[src/rtl/pll_reset_sequencer.sv]
// PLL reset/lock qualifier running on the raw oscillator clock: pulses the PLL
// reset, waits for a synchronised lock, qualifies it, then releases sys_rst.
module pll_reset_sequencer #(
    parameter int SYNC_STAGES    = 2,
    parameter int PLL_RST_CYCLES = 16,
    parameter int TIMEOUT_CYCLES = 65536,
    parameter int STABLE_CYCLES  = 1024,
    parameter int CNT_W          = 8
) (
    input  logic             clk,
    input  logic             rst_n,
    input  logic             locked,
    input  logic             clr_counts,
    output logic             pll_resetb,
    output logic             sys_rst,
    output logic             ready,
    output logic [CNT_W-1:0] lock_loss_count,
    output logic [CNT_W-1:0] retry_count
);

    // Timer is wide enough for the longest dwell of any state
    localparam int TMR_W = $clog2(TIMEOUT_CYCLES + STABLE_CYCLES + PLL_RST_CYCLES + 1);

    localparam logic [TMR_W-1:0] RST_LAST = TMR_W'(PLL_RST_CYCLES - 1);
    localparam logic [TMR_W-1:0] TMO_LAST = TMR_W'(TIMEOUT_CYCLES - 1);
    localparam logic [TMR_W-1:0] STB_LAST = TMR_W'(STABLE_CYCLES - 1);
    localparam logic [TMR_W-1:0] TMR_ONE  = TMR_W'(1);
    localparam logic [CNT_W-1:0] CNT_MAX  = '1;
    localparam logic [CNT_W-1:0] CNT_ONE  = CNT_W'(1);

    typedef enum logic [1:0] {
        S_PLL_RST   = 2'd0,
        S_WAIT_LOCK = 2'd1,
        S_STABLE    = 2'd2,
        S_RUN       = 2'd3
    } state_t;

    function automatic logic [CNT_W-1:0] sat_inc(input logic [CNT_W-1:0] v);
        return (v == CNT_MAX) ? v : v + CNT_ONE;
    endfunction

    state_t                 state_q, state_d;
    logic [TMR_W-1:0]       timer_q, timer_d;
    logic [SYNC_STAGES-1:0] sync_q, sync_d;
    logic                   pll_resetb_q, pll_resetb_d;
    logic                   sys_rst_q, sys_rst_d;
    logic                   ready_q, ready_d;
    logic [CNT_W-1:0]       loss_q, loss_d;
    logic [CNT_W-1:0]       retry_q, retry_d;
    logic                   locked_s;
    logic                   retry_inc;
    logic                   loss_inc;

    assign locked_s = sync_q[SYNC_STAGES-1];

    always_comb begin
        sync_d = {sync_q[SYNC_STAGES-2:0], locked};
    end

    always_comb begin
        state_d   = state_q;
        retry_inc = 1'b0;
        loss_inc  = 1'b0;
        case (state_q)
            S_PLL_RST: begin
                if (timer_q == RST_LAST) begin
                    state_d = S_WAIT_LOCK;
                end
            end
            S_WAIT_LOCK: begin
                if (locked_s) begin
                    state_d = S_STABLE;
                end else if (timer_q == TMO_LAST) begin
                    state_d   = S_PLL_RST;
                    retry_inc = 1'b1;
                end
            end
            S_STABLE: begin
                // A drop on the final qualifying cycle still falls back to WAIT_LOCK
                if (!locked_s) begin
                    state_d = S_WAIT_LOCK;
                end else if (timer_q == STB_LAST) begin
                    state_d = S_RUN;
                end
            end
            S_RUN: begin
                if (!locked_s) begin
                    state_d  = S_PLL_RST;
                    loss_inc = 1'b1;
                end
            end
            default: state_d = S_PLL_RST;
        endcase
    end

    always_comb begin
        timer_d = (state_d != state_q) ? '0 : timer_q + TMR_ONE;
    end

    // Outputs decoded from the next state so they switch on the transition edge
    always_comb begin
        pll_resetb_d = (state_d != S_PLL_RST);
        sys_rst_d    = (state_d != S_RUN);
        ready_d      = (state_d == S_RUN);
    end

    always_comb begin
        retry_d = retry_q;
        loss_d  = loss_q;
        if (clr_counts) begin
            retry_d = '0;
            loss_d  = '0;
        end else begin
            if (retry_inc) retry_d = sat_inc(retry_q);
            if (loss_inc)  loss_d  = sat_inc(loss_q);
        end
    end

    always_ff @(posedge clk or negedge rst_n) begin
        if (!rst_n) begin
            state_q      <= S_PLL_RST;
            timer_q      <= '0;
            sync_q       <= '0;
            pll_resetb_q <= 1'b0;
            sys_rst_q    <= 1'b1;
            ready_q      <= 1'b0;
            loss_q       <= '0;
            retry_q      <= '0;
        end else begin
            state_q      <= state_d;
            timer_q      <= timer_d;
            sync_q       <= sync_d;
            pll_resetb_q <= pll_resetb_d;
            sys_rst_q    <= sys_rst_d;
            ready_q      <= ready_d;
            loss_q       <= loss_d;
            retry_q      <= retry_d;
        end
    end

    assign pll_resetb      = pll_resetb_q;
    assign sys_rst         = sys_rst_q;
    assign ready           = ready_q;
    assign lock_loss_count = loss_q;
    assign retry_count     = retry_q;

endmodule

[config.mk]
export PLATFORM = sky130hd
export DESIGN_NAME = pll_reset_sequencer
export DESIGN_NICKNAME = d
export VERILOG_FILES = /design/src/rtl/pll_reset_sequencer.sv
export SDC_FILE = /design/constraint.sdc
export NUM_CORES = 1
export LEC_CHECK = 0
export CAP_MARGIN = 20
export CORE_ASPECT_RATIO = 1.5
export CORE_MARGIN = 2
export CORE_UTILIZATION = 35
export DETAILED_ROUTE_END_ITERATION = 16
export PLACE_DENSITY = 0.56
export SLEW_MARGIN = 20
export SYNTH_ARGS = -nofsm -noshare
export SYNTH_HDL_FRONTEND = slang
export SYNTH_SLANG_ARGS = --single-unit
[constraint.sdc]
create_clock -name clk -period 2.92 [get_ports clk]
set_clock_uncertainty 0.2 [all_clocks]
set_input_delay 0.292 -clock clk [delete_from_list [all_inputs] [get_ports clk]]
set_output_delay 0.292 -clock clk [all_outputs]
set_load 0.02 [all_outputs]
==> results of run 1 <==
==> cell families after synthesis <==
kind of cell / after synthesis / share of synthesized area (%)
compound gates: 24 / 9.27
xor+xnor: 22 / 9.10
fa+ha+maj: 4 / 2.36
buf+inv: 14 / 4.13
flops: 40 / 47.3
mux: 2 / 0.945
simple gates: 95 / 26.9
==> per-layer routing <==
metal | up-vias | global-route usage (%) | routed length (um)
li1 | 764 | - | -
met1 | 738 | 16.0 | 1720
met2 | 22 | 24.6 | 2210
met3 | 6 | 3.05 | 114
met4 | 0 | 4.24 | 50
met5 | - | 0 | 0
==> power groups by stage <==
stage / Combinational (mW) / Sequential, mW / Clock (mW)
final: 0.249 / 0.664 / 0.383
after global routing: 0.284 / 0.675 / 0.418
after CTS: 0.257 / 0.664 / 0.396
after detailed placement: 0.255 / 0.674 / 0
after global placement: 0.253 / 0.674 / 0
after floorplan: 0.215 / 0.654 / 0
==> final cells by class <==
| cell class | instances | area, um2 |
|---|---|---|
| multi-input combinational | 147 | 1030 |
| timing repair buffer | 24 | 233 |
| clock inverter | 2 | 10.0 |
| fill | 573 | 3360 |
| inverter | 5 | 18.8 |
| tap | 72 | 90.1 |
| clock buffer | 6 | 82.6 |
| sequential | 40 | 1000 |
==> synthesized netlist by cell type (2+ instances only) <==
library cell  number
o31ai_1            2
xor2_1            16
and3_1             3
a21oi_1            6
nand3_1           10
and2_1             5
mux2i_1            2
nor2_1            22
nand2_1           14
o21ai_0            3
nor3_1             9
inv_1              5
or3_1              3
nand4_1           10
buf_4              3
buf_6              3
and4bb_2           2
and4_1             5
ha_1               4
nor4_1             2
dfrtp_1           39
xnor2_1            6
o21a_1             4
==> flip-flops by register name, summed over array words and instances (netlist names) <==
name,flops
pll_resetb,1
timer_q,17
state_q,2
retry_count,8
ready,1
lock_loss_count,8
sync_q,2
sys_rst,1
==> final timing paths <==
| path | cells after the start | to |
|---|---|---|
| worst max-delay path | 8 | retry_count[5] |
| worst min-delay path | 0 | sync_q[1] |
| worst max register to register | 8 | retry_count[5] |
| worst min register to register | 0 | sync_q[1] |
| max in group asynchronous | 2 | timer_q[4] |
| min in group asynchronous | 2 | retry_count[0] |
==> cells in the final DEF (no fill, tap or decap), types with 3 or more instances in the layout <==
| cell type | n |
|---|---|
| or3_1 | 3 |
| inv_1 | 5 |
| nor3_1 | 9 |
| nand4_1 | 10 |
| o21a_1 | 4 |
| ha_1 | 4 |
| clkbuf_8 | 6 |
| dfrtp_1 | 39 |
| xnor2_1 | 6 |
| xor2_1 | 16 |
| o21ai_0 | 3 |
| and3_1 | 3 |
| and4_1 | 5 |
| nor2_1 | 22 |
| nand2_1 | 14 |
| a21oi_1 | 6 |
| clkdlybuf4s50_1 | 21 |
| and2_1 | 5 |
| nand3_1 | 10 |
==> metrics by stage <==
stage / cells / util, % / total power [mW]
finish: 296 / 42.3 / 1.30
global route: 296 / 42.3 / 1.38
CTS: 296 / 42.3 / 1.32
detailed placement: 287 / 40.5 / 0.929
global placement: 287 / 40.5 / 0.927
floorplan: 201 / - / 0.869
==> impl_metrics.env, run 1 <==
export IMPL_rows=34
export IMPL_clock_tree_buffer_depth=2
export IMPL_num_io_pins=23
export IMPL_vias=1530
export IMPL_drt_iter0_markers=75
export IMPL_netlist_area_um2=2120
export IMPL_wl_per_cell_um=13.8
export IMPL_arrival_ns=2.54
export IMPL_slew_violations=0
export IMPL_yosysTopAreaCell="dfrtp_1"
export IMPL_critical_path_top_delay_family="simple AND/OR/NAND/NOR gates"
export IMPL_core_um2=5830
export IMPL_ys_types=46
export IMPL_num_antenna_cells=0
export IMPL_cts_htree_levels=2
export IMPL_placed_area_um2=2360
export IMPL_ys_ff_latch=40
export IMPL_worstSetupPathType="reg -> reg"
export IMPL_initial_core_util_pct=36.3
export IMPL_antenna_found_initial=0
export IMPL_cp_required_ns=2.92
export IMPL_grt_pass1_vias=1518
export IMPL_rsz0062_at_grt="no"
export IMPL_min_path_type="reg -> reg"
export IMPL_cts_made_buffers=5
export IMPL_cts_tree="done"
export IMPL_rr_startpoint="timer_q[6]"
export IMPL_clock_fmax_mhz=394
export IMPL_ctsResizeCount=0
export IMPL_internal_power_mw=0.897
export IMPL_stdcell_area_um2=2460
export IMPL_min_period_ns=2.54
export IMPL_swShare_pct=30.8
export IMPL_ys_warn_count=0
export IMPL_ant_nets=0
export IMPL_async_flop_share_pct=100
export IMPL_worst_path_buf_inv=0
export IMPL_crit_path_max_incr_delay_ns=0.43
export IMPL_cp_start_kind="register"
export IMPL_syn_to_final_growth_pct=16.4
export IMPL_cp_max_fo=8
export IMPL_post_drt_via_cell_ratio=5.17
export IMPL_nNetsFinal=231
export IMPL_grt_start_max_net_pins=41
export IMPL_endpoint_kind="register"
export IMPL_combPwrFrac_pct=19.2
export IMPL_period_share_pct=87.0
export IMPL_ff2ff_setup_slack_ns=0.38
export IMPL_cpMaxStageDelayCell="dfrtp_1"
export IMPL_outcome="finished, final reports clean"
export IMPL_layout_drive_gt1_share_pct=9.82
export IMPL_post_cts_buffers=0
export IMPL_grt_ovfl_total=0
export IMPL_wirelength_mm=4.09
export IMPL_gpl_final_weighted_congestion=0.738
export IMPL_synth_cells=201
export IMPL_dp_hpwl_mm=2.91
export IMPL_clk_pin_slew_worst_paths_ns=0.08
export IMPL_syn_avg_cell_area_um2=10.5
export IMPL_leakage_nw=1.02
export IMPL_fp_dieH_um=99.3
export IMPL_setup_violations_final=0
export IMPL_clock_latency_ns=0.29
export IMPL_synth_edf_count=0
export IMPL_fin_tns_setup_ns=0
export IMPL_port_buffers=22
export IMPL_drc=0
export IMPL_yosys_area_top_type_share_pct=46.1
export IMPL_yosysSeqAreaShare_pct=47.3
export IMPL_fin_ws_ns=0.381
export IMPL_drt_pass1_iterations=4
export IMPL_syn_nets=209
export IMPL_power_density_nw_per_um2=526
export IMPL_design_die_area_um2=6700
export IMPL_slew_headroom_pct=40.4
export IMPL_grt_pass1_wl_mm=7.16
export IMPL_ys_flop_type="dfrtp_1"
export IMPL_power_switching_mw=0.399
export IMPL_ir_worst_vdd_uv=238
export IMPL_hold_buffers=1
export IMPL_critical_path_cell_chain="and4_1 -> nand2_1 -> nor3_1 -> ha_1 -> and4bb_2 -> o211ai_2 -> or3_1 -> a21oi_1"
export IMPL_worstHoldStart="sync_q[0]"
export IMPL_finalHoldViolCount=0
export IMPL_die_width_um=67.5
export IMPL_clkPwrFrac_pct=29.5
export IMPL_tightest_slew_ns=0.894
export IMPL_grt_usage_pct=13.8
export IMPL_setup_worst_path_start="timer_q[6]"
export IMPL_whs_ns=0.166
export IMPL_cts_root_buffer="clkbuf_8"
export IMPL_power_frac_seq_pct=51.2
export IMPL_place_ws_ns=0.406
export IMPL_maxCapViolCount=0
export IMPL_numClockSinks=40
export IMPL_synth_area_leaders="dfrtp_1 (46%), xor2_1 (6.6%), nor2_1 (3.9%)"
No activity file was read; power rests on OpenSTA's default activity.
==> inputs of run 2 (changes only) <==
--- a/config.mk
+++ b/config.mk
@@ -10,6 +10,7 @@
 export CORE_MARGIN = 2
 export CORE_UTILIZATION = 35
 export DETAILED_ROUTE_END_ITERATION = 16
+export GPL_ROUTABILITY_DRIVEN = 0
 export PLACE_DENSITY = 0.56
 export SLEW_MARGIN = 20
 export SYNTH_ARGS = -nofsm -noshare
==> results of run 2 <==
Same layout as run 1: the final DEF is identical, and so are final timing and power.
==> inputs of run 3 (changes only) <==
--- a/config.mk
+++ b/config.mk
@@ -12,6 +12,7 @@
 export DETAILED_ROUTE_END_ITERATION = 16
 export GPL_ROUTABILITY_DRIVEN = 0
 export PLACE_DENSITY = 0.56
+export REMOVE_ABC_BUFFERS = 1
 export SLEW_MARGIN = 20
 export SYNTH_ARGS = -nofsm -noshare
 export SYNTH_HDL_FRONTEND = slang
==> run 3 against run 2 <==
Via count grew 2.4%. Total power grew 19%. Hold slack lost 0.023 ns. Clock power grew 64%. Final area grew 2.7%. Highest routed layer unchanged. Cell count is the same. Die area is the same. Core utilization grew 1.1 points. Register-to-register slack is essentially flat. Largest cell class unchanged.
==> impl_metrics.env, run 3 (synthesis gave the netlist of run 1 again) <==
export IMPL_outcome="finished, final reports clean"
export IMPL_drt_pass1_iterations=4
export IMPL_critPathMostFrequentCell="ha_1"
export IMPL_largest_reg_flops=17
export IMPL_fin_tns_setup_ns=0
export IMPL_clock_tree_buffer_depth=2
export IMPL_whs_path_depth=0
export IMPL_design_die_area_um2=6700
export IMPL_wirelength_mm=4.01
export IMPL_clock_fmax_mhz=394
export IMPL_post_cts_buffers=0
export IMPL_max_flop_register="timer_q"
export IMPL_wl_per_cell_um=13.5
export IMPL_num_antenna_cells=0
export IMPL_arrival_ns=2.54
export IMPL_final_common_cell="dfrtp_1"
export IMPL_num_io_pins=23
export IMPL_cts_tree="done"
export IMPL_syn_to_final_growth_pct=19.5
export IMPL_rr_startpoint="timer_q[0]"
export IMPL_worstHoldStart="sync_q[0]"
export IMPL_critical_path_cell_chain="ha_1 -> nand2_1 -> nor3_1 -> ha_1 -> and4bb_2 -> o211ai_2 -> or3_1 -> a21oi_1"
export IMPL_worst_path_buf_inv=0
export IMPL_cpMaxStageDelayCell="dfrtp_1"
export IMPL_setup_violations_final=0
export IMPL_drc=0
export IMPL_grt_ovfl_total=0
export IMPL_die_width_um=67.5
export IMPL_power_density_nw_per_um2=608
export IMPL_crit_path_max_incr_delay_ns=0.39
export IMPL_drt_iter0_markers=62
export IMPL_finalHoldViolCount=0
export IMPL_grt_start_max_net_pins=41
export IMPL_layout_drive_gt1_share_pct=9.82
export IMPL_cp_start_kind="register"
export IMPL_port_buffers=22
export IMPL_endpoint_kind="register"
export IMPL_cp_required_ns=2.93
export IMPL_worstSetupPathType="reg -> reg"
export IMPL_worstRegToRegCells=8
export IMPL_post_drt_via_cell_ratio=5.29
export IMPL_nNetsFinal=231
export IMPL_dp_hpwl_mm=2.83
export IMPL_min_to="sync_q[1]"
export IMPL_clock_latency_ns=0.30
export IMPL_leakage_nw=1.04
export IMPL_whs_ns=0.143
export IMPL_ff2ff_setup_slack_ns=0.38
export IMPL_min_path_type="reg -> reg"
export IMPL_core_um2=5830
export IMPL_grt_pass1_wl_mm=6.71
export IMPL_ctsResizeCount=0
export IMPL_layout_common_cells="dfrtp_1 (39), nor2_1 (22), clkdlybuf4s50_1 (21)"
export IMPL_cts_root_buffer="clkbuf_8"
export IMPL_rsz0062_at_grt="no"
export IMPL_tightest_slew_ns=0.879
export IMPL_fin_util_pct=43.4
export IMPL_maxCapViolCount=0
export IMPL_antenna_found_initial=0
export IMPL_ant_nets=0
export IMPL_numClockSinks=40
export IMPL_fp_dieH_um=99.3
export IMPL_min_period_ns=2.54
export IMPL_clk_pin_slew_worst_paths_ns=0.09
export IMPL_fill_cells=560
export IMPL_rr_endpoint="retry_count[5]"
export IMPL_critical_path_top_delay_family="simple AND/OR/NAND/NOR gates"
export IMPL_vias=1566
export IMPL_placed_cells_incl_taps=287
export IMPL_slew_headroom_pct=41.4
export IMPL_slew_violations=0
export IMPL_cp_max_fo=8
export IMPL_stdcell_count=296
export IMPL_rows=34
export IMPL_period_share_pct=86.8
export IMPL_cts_made_buffers=5
export IMPL_ir_worst_vdd_uv=264
export IMPL_cts_htree_levels=2
export IMPL_grt_usage_pct=13.0
export IMPL_initial_core_util_pct=36.3
export IMPL_grt_pass1_vias=1485
run 3: changes by cell type in the layout (fill, tap and decap cells not counted), sizes merged:
cell	delta
clkinv	-2
clkbuf	-1
bufinv	+3
run 3: layout make-up:
cell class,count,area (um2),share of cell area [%]
Tap cell,72,90.1,3.56
Inverter,5,18.8,0.741
Multi-Input combinational cell,147,1030,40.6
Clock buffer,5,68.8,2.72
Sequential cell,40,1000,39.6
Timing Repair Buffer,24,233,9.19
Clock inverter,3,90.1,3.56
run 3: per-layer routing:
metal	vias to the layer above	GRT usage [%]	wire, um
li1	764	-	-
met1	766	14.0	1650
met3	7	3.05	121
met4	0	4.71	63
met5	-	0	0
met2	29	23.8	2180
run 3: what timing repair did:
item	4_1_cts	5_1_grt
hold buffers	1	0
endpoints found under the setup margin	0	0
hold endpoints to repair	39	0
run 3: through the flow:
step / cell area (um2) / worst slack [ns] / total power [mW]
2_1_floorplan: 2050 / 0.575 / 0.834
3_3_place_gp: 2360 / 0.493 / 0.927
3_5_place_dp: 2360 / 0.402 / 0.926
4_1_cts: 2530 / 0.373 / 1.57
5_1_grt: 2530 / 0.170 / 1.62
6_report: 2530 / 0.385 / 1.54
run 3: worst max path at each step:
stage | start | end | slack (ns) | cells past startpoint
CTS | timer_q[0] | retry_count[5] | 0.37 | 8
global route | timer_q[0] | retry_count[5] | 0.17 | 8
detailed placement | timer_q[0] | retry_count[5] | 0.40 | 8
global placement | timer_q[6] | retry_count[5] | 0.49 | 8
floorplan | timer_q[2] | retry_count[5] | 0.57 | 8
finish | timer_q[0] | retry_count[5] | 0.38 | 8
run 3: report_power, final:
group          leakage, nW  total (mW)  internal, mW  switching (mW)
Combinational        0.423       0.248         0.108           0.140
Sequential           0.542       0.664         0.600          0.0641
Clock               0.0784       0.627         0.428           0.200
==> RTL change, RTL diff (flow settings as in run 3) <==
The 4 states of `state_t` get a one-hot encoding in 4 bits.
--- a/src/rtl/pll_reset_sequencer.sv
+++ b/src/rtl/pll_reset_sequencer.sv
@@ -28,11 +28,11 @@
     localparam logic [CNT_W-1:0] CNT_MAX  = '1;
     localparam logic [CNT_W-1:0] CNT_ONE  = CNT_W'(1);
 
-    typedef enum logic [1:0] {
-        S_PLL_RST   = 2'd0,
-        S_WAIT_LOCK = 2'd1,
-        S_STABLE    = 2'd2,
-        S_RUN       = 2'd3
+    typedef enum logic [3:0] {
+        S_PLL_RST   = 4'b0001,
+        S_WAIT_LOCK = 4'b0010,
+        S_STABLE    = 4'b0100,
+        S_RUN       = 4'b1000
     } state_t;
 
     function automatic logic [CNT_W-1:0] sat_inc(input logic [CNT_W-1:0] v);
Check against the original RTL: no difference found for any inputs over 10 cycles, from zero or initial values and one cycle with rst_n low; not proved beyond that.
==> RTL change against run 3 <==
Critical path type unchanged; via count is 4.3% higher; synthesized cell count increased by 8.0%; global-route usage rose by 0.90 points; sequential power increased by 3%; largest cell class unchanged; non-clock buffer count increased by 1; total power fell by 13%; worst setup slack got worse by 120 ps; wire length rose by 3.6%; sequential cell count increased by 2; largest power group unchanged; area after synthesis is 2.5% higher; worst hold slack better by 7.9 ps; design area rose by 1.4%; highest routed layer unchanged.
==> RTL change: results <==
# TYPE chip_impl_metric gauge
chip_impl_info{name="result_of_the_run",value="complete, no violations"} 1
chip_impl_info{name="critical-path-slowest-cell",value="or4_1"} 1
chip_impl_metric{name="arrival",unit="ps"} 2670
chip_impl_metric{name="layout.nonclk_buf_frac",unit=""} 0.09357
chip_impl_info{name="post_synth_most_frequent_cells",value="40 x dfrtp_1, 29 x nor2_1, 14 x nand2_1"} 1
chip_impl_metric{name="final.signal_buffer_count",unit=""} 25
chip_impl_metric{name="synth-compound-area-share",unit=""} 0.07258
chip_impl_metric{name="seqCellArea",unit="sq um"} 1054
chip_impl_metric{name="detailed_route_wirelength_on_metal2",unit="mm"} 2.221
chip_impl_metric{name="r2r.worst_path.cells",unit=""} 9
chip_impl_metric{name="p_leak",unit="uW"} 0.001057
chip_impl_metric{name="worst_setup_slack_after_layout",unit="ps"} 268.7
chip_impl_metric{name="clock_cell_area_share",unit=""} 0.04142
chip_impl_metric{name="post_synth_fa_ha_maj_area_fraction",unit=""} 0.02304
chip_impl_metric{name="numSequentialCells",unit=""} 42
chip_impl_metric{name="layout.filler_cells",unit=""} 619
chip_impl_metric{name="drt_pass1_iterations",unit=""} 6
chip_impl_metric{name="worst_path_largest_cell_delay",unit="ps"} 520
chip_impl_metric{name="number_of_design_rule_violations_left_by_the_first_detailed_router_iteration",unit=""} 50
chip_impl_metric{name="n_all_inverters",unit=""} 4
chip_impl_metric{name="worst-path-max-fanout",unit=""} 6
chip_impl_metric{name="dp_hpwl",unit="mm"} 2.986
chip_impl_metric{name="fraction_of_layout_instances_using_a_drive_strength_above_1",unit=""} 0.1111
chip_impl_metric{name="post_drt_via_cell_ratio",unit=""} 5.151
chip_impl_metric{name="hold-worst-slack",unit="ps"} 150.9
chip_impl_metric{name="placed_area",unit="sq um"} 2450
chip_impl_metric{name="wl_met1",unit="mm"} 1.730
chip_impl_metric{name="proportion_of_cell_area_occupied_by_multi_input_gates",unit=""} 0.4128
chip_impl_metric{name="chipWidth",unit="um"} 68.32
chip_impl_metric{name="yosysSeqAreaShare",unit=""} 0.4850
## RTL change: cell types whose count changed after synthesis, sizes merged, moves of 3 or more
cell    before  now
o21a         4    1
buf          8    3
nor3         9    6
nor2        22   39
nand3       10   13
nand2b       1    4
xor2        16   12
a31oi        0    3
xnor2        6   13
nand4       11    7
nor2b        0    4
and2         5    2
clkbuf       1    4
## RTL change: power groups by stage
stage                     sequential [uW]  combinational [uW]  clock [uW]
after CTS                             680                 209         470
after global placement                689                 202           0
after global routing                  690                 232         490
final                                 681                 204         451
after floorplan                       682                 150           0
after detailed placement              692                 207           0
## RTL change: timing repair
action / in CTS / in global routing
setup endpoints to repair: 0 / 3
gates resized for setup: 0 / 1
endpoints found under the hold margin: 40 / 0
hold buffers: 1 / 0
setup buffers: 0 / 0
## RTL change: metal layers
layer,global-route usage,vias up
met5,0,-
met4,0.05538,0
met3,0.03017,6
met2,0.2472,29
li1,-,807
met1,0.1569,791
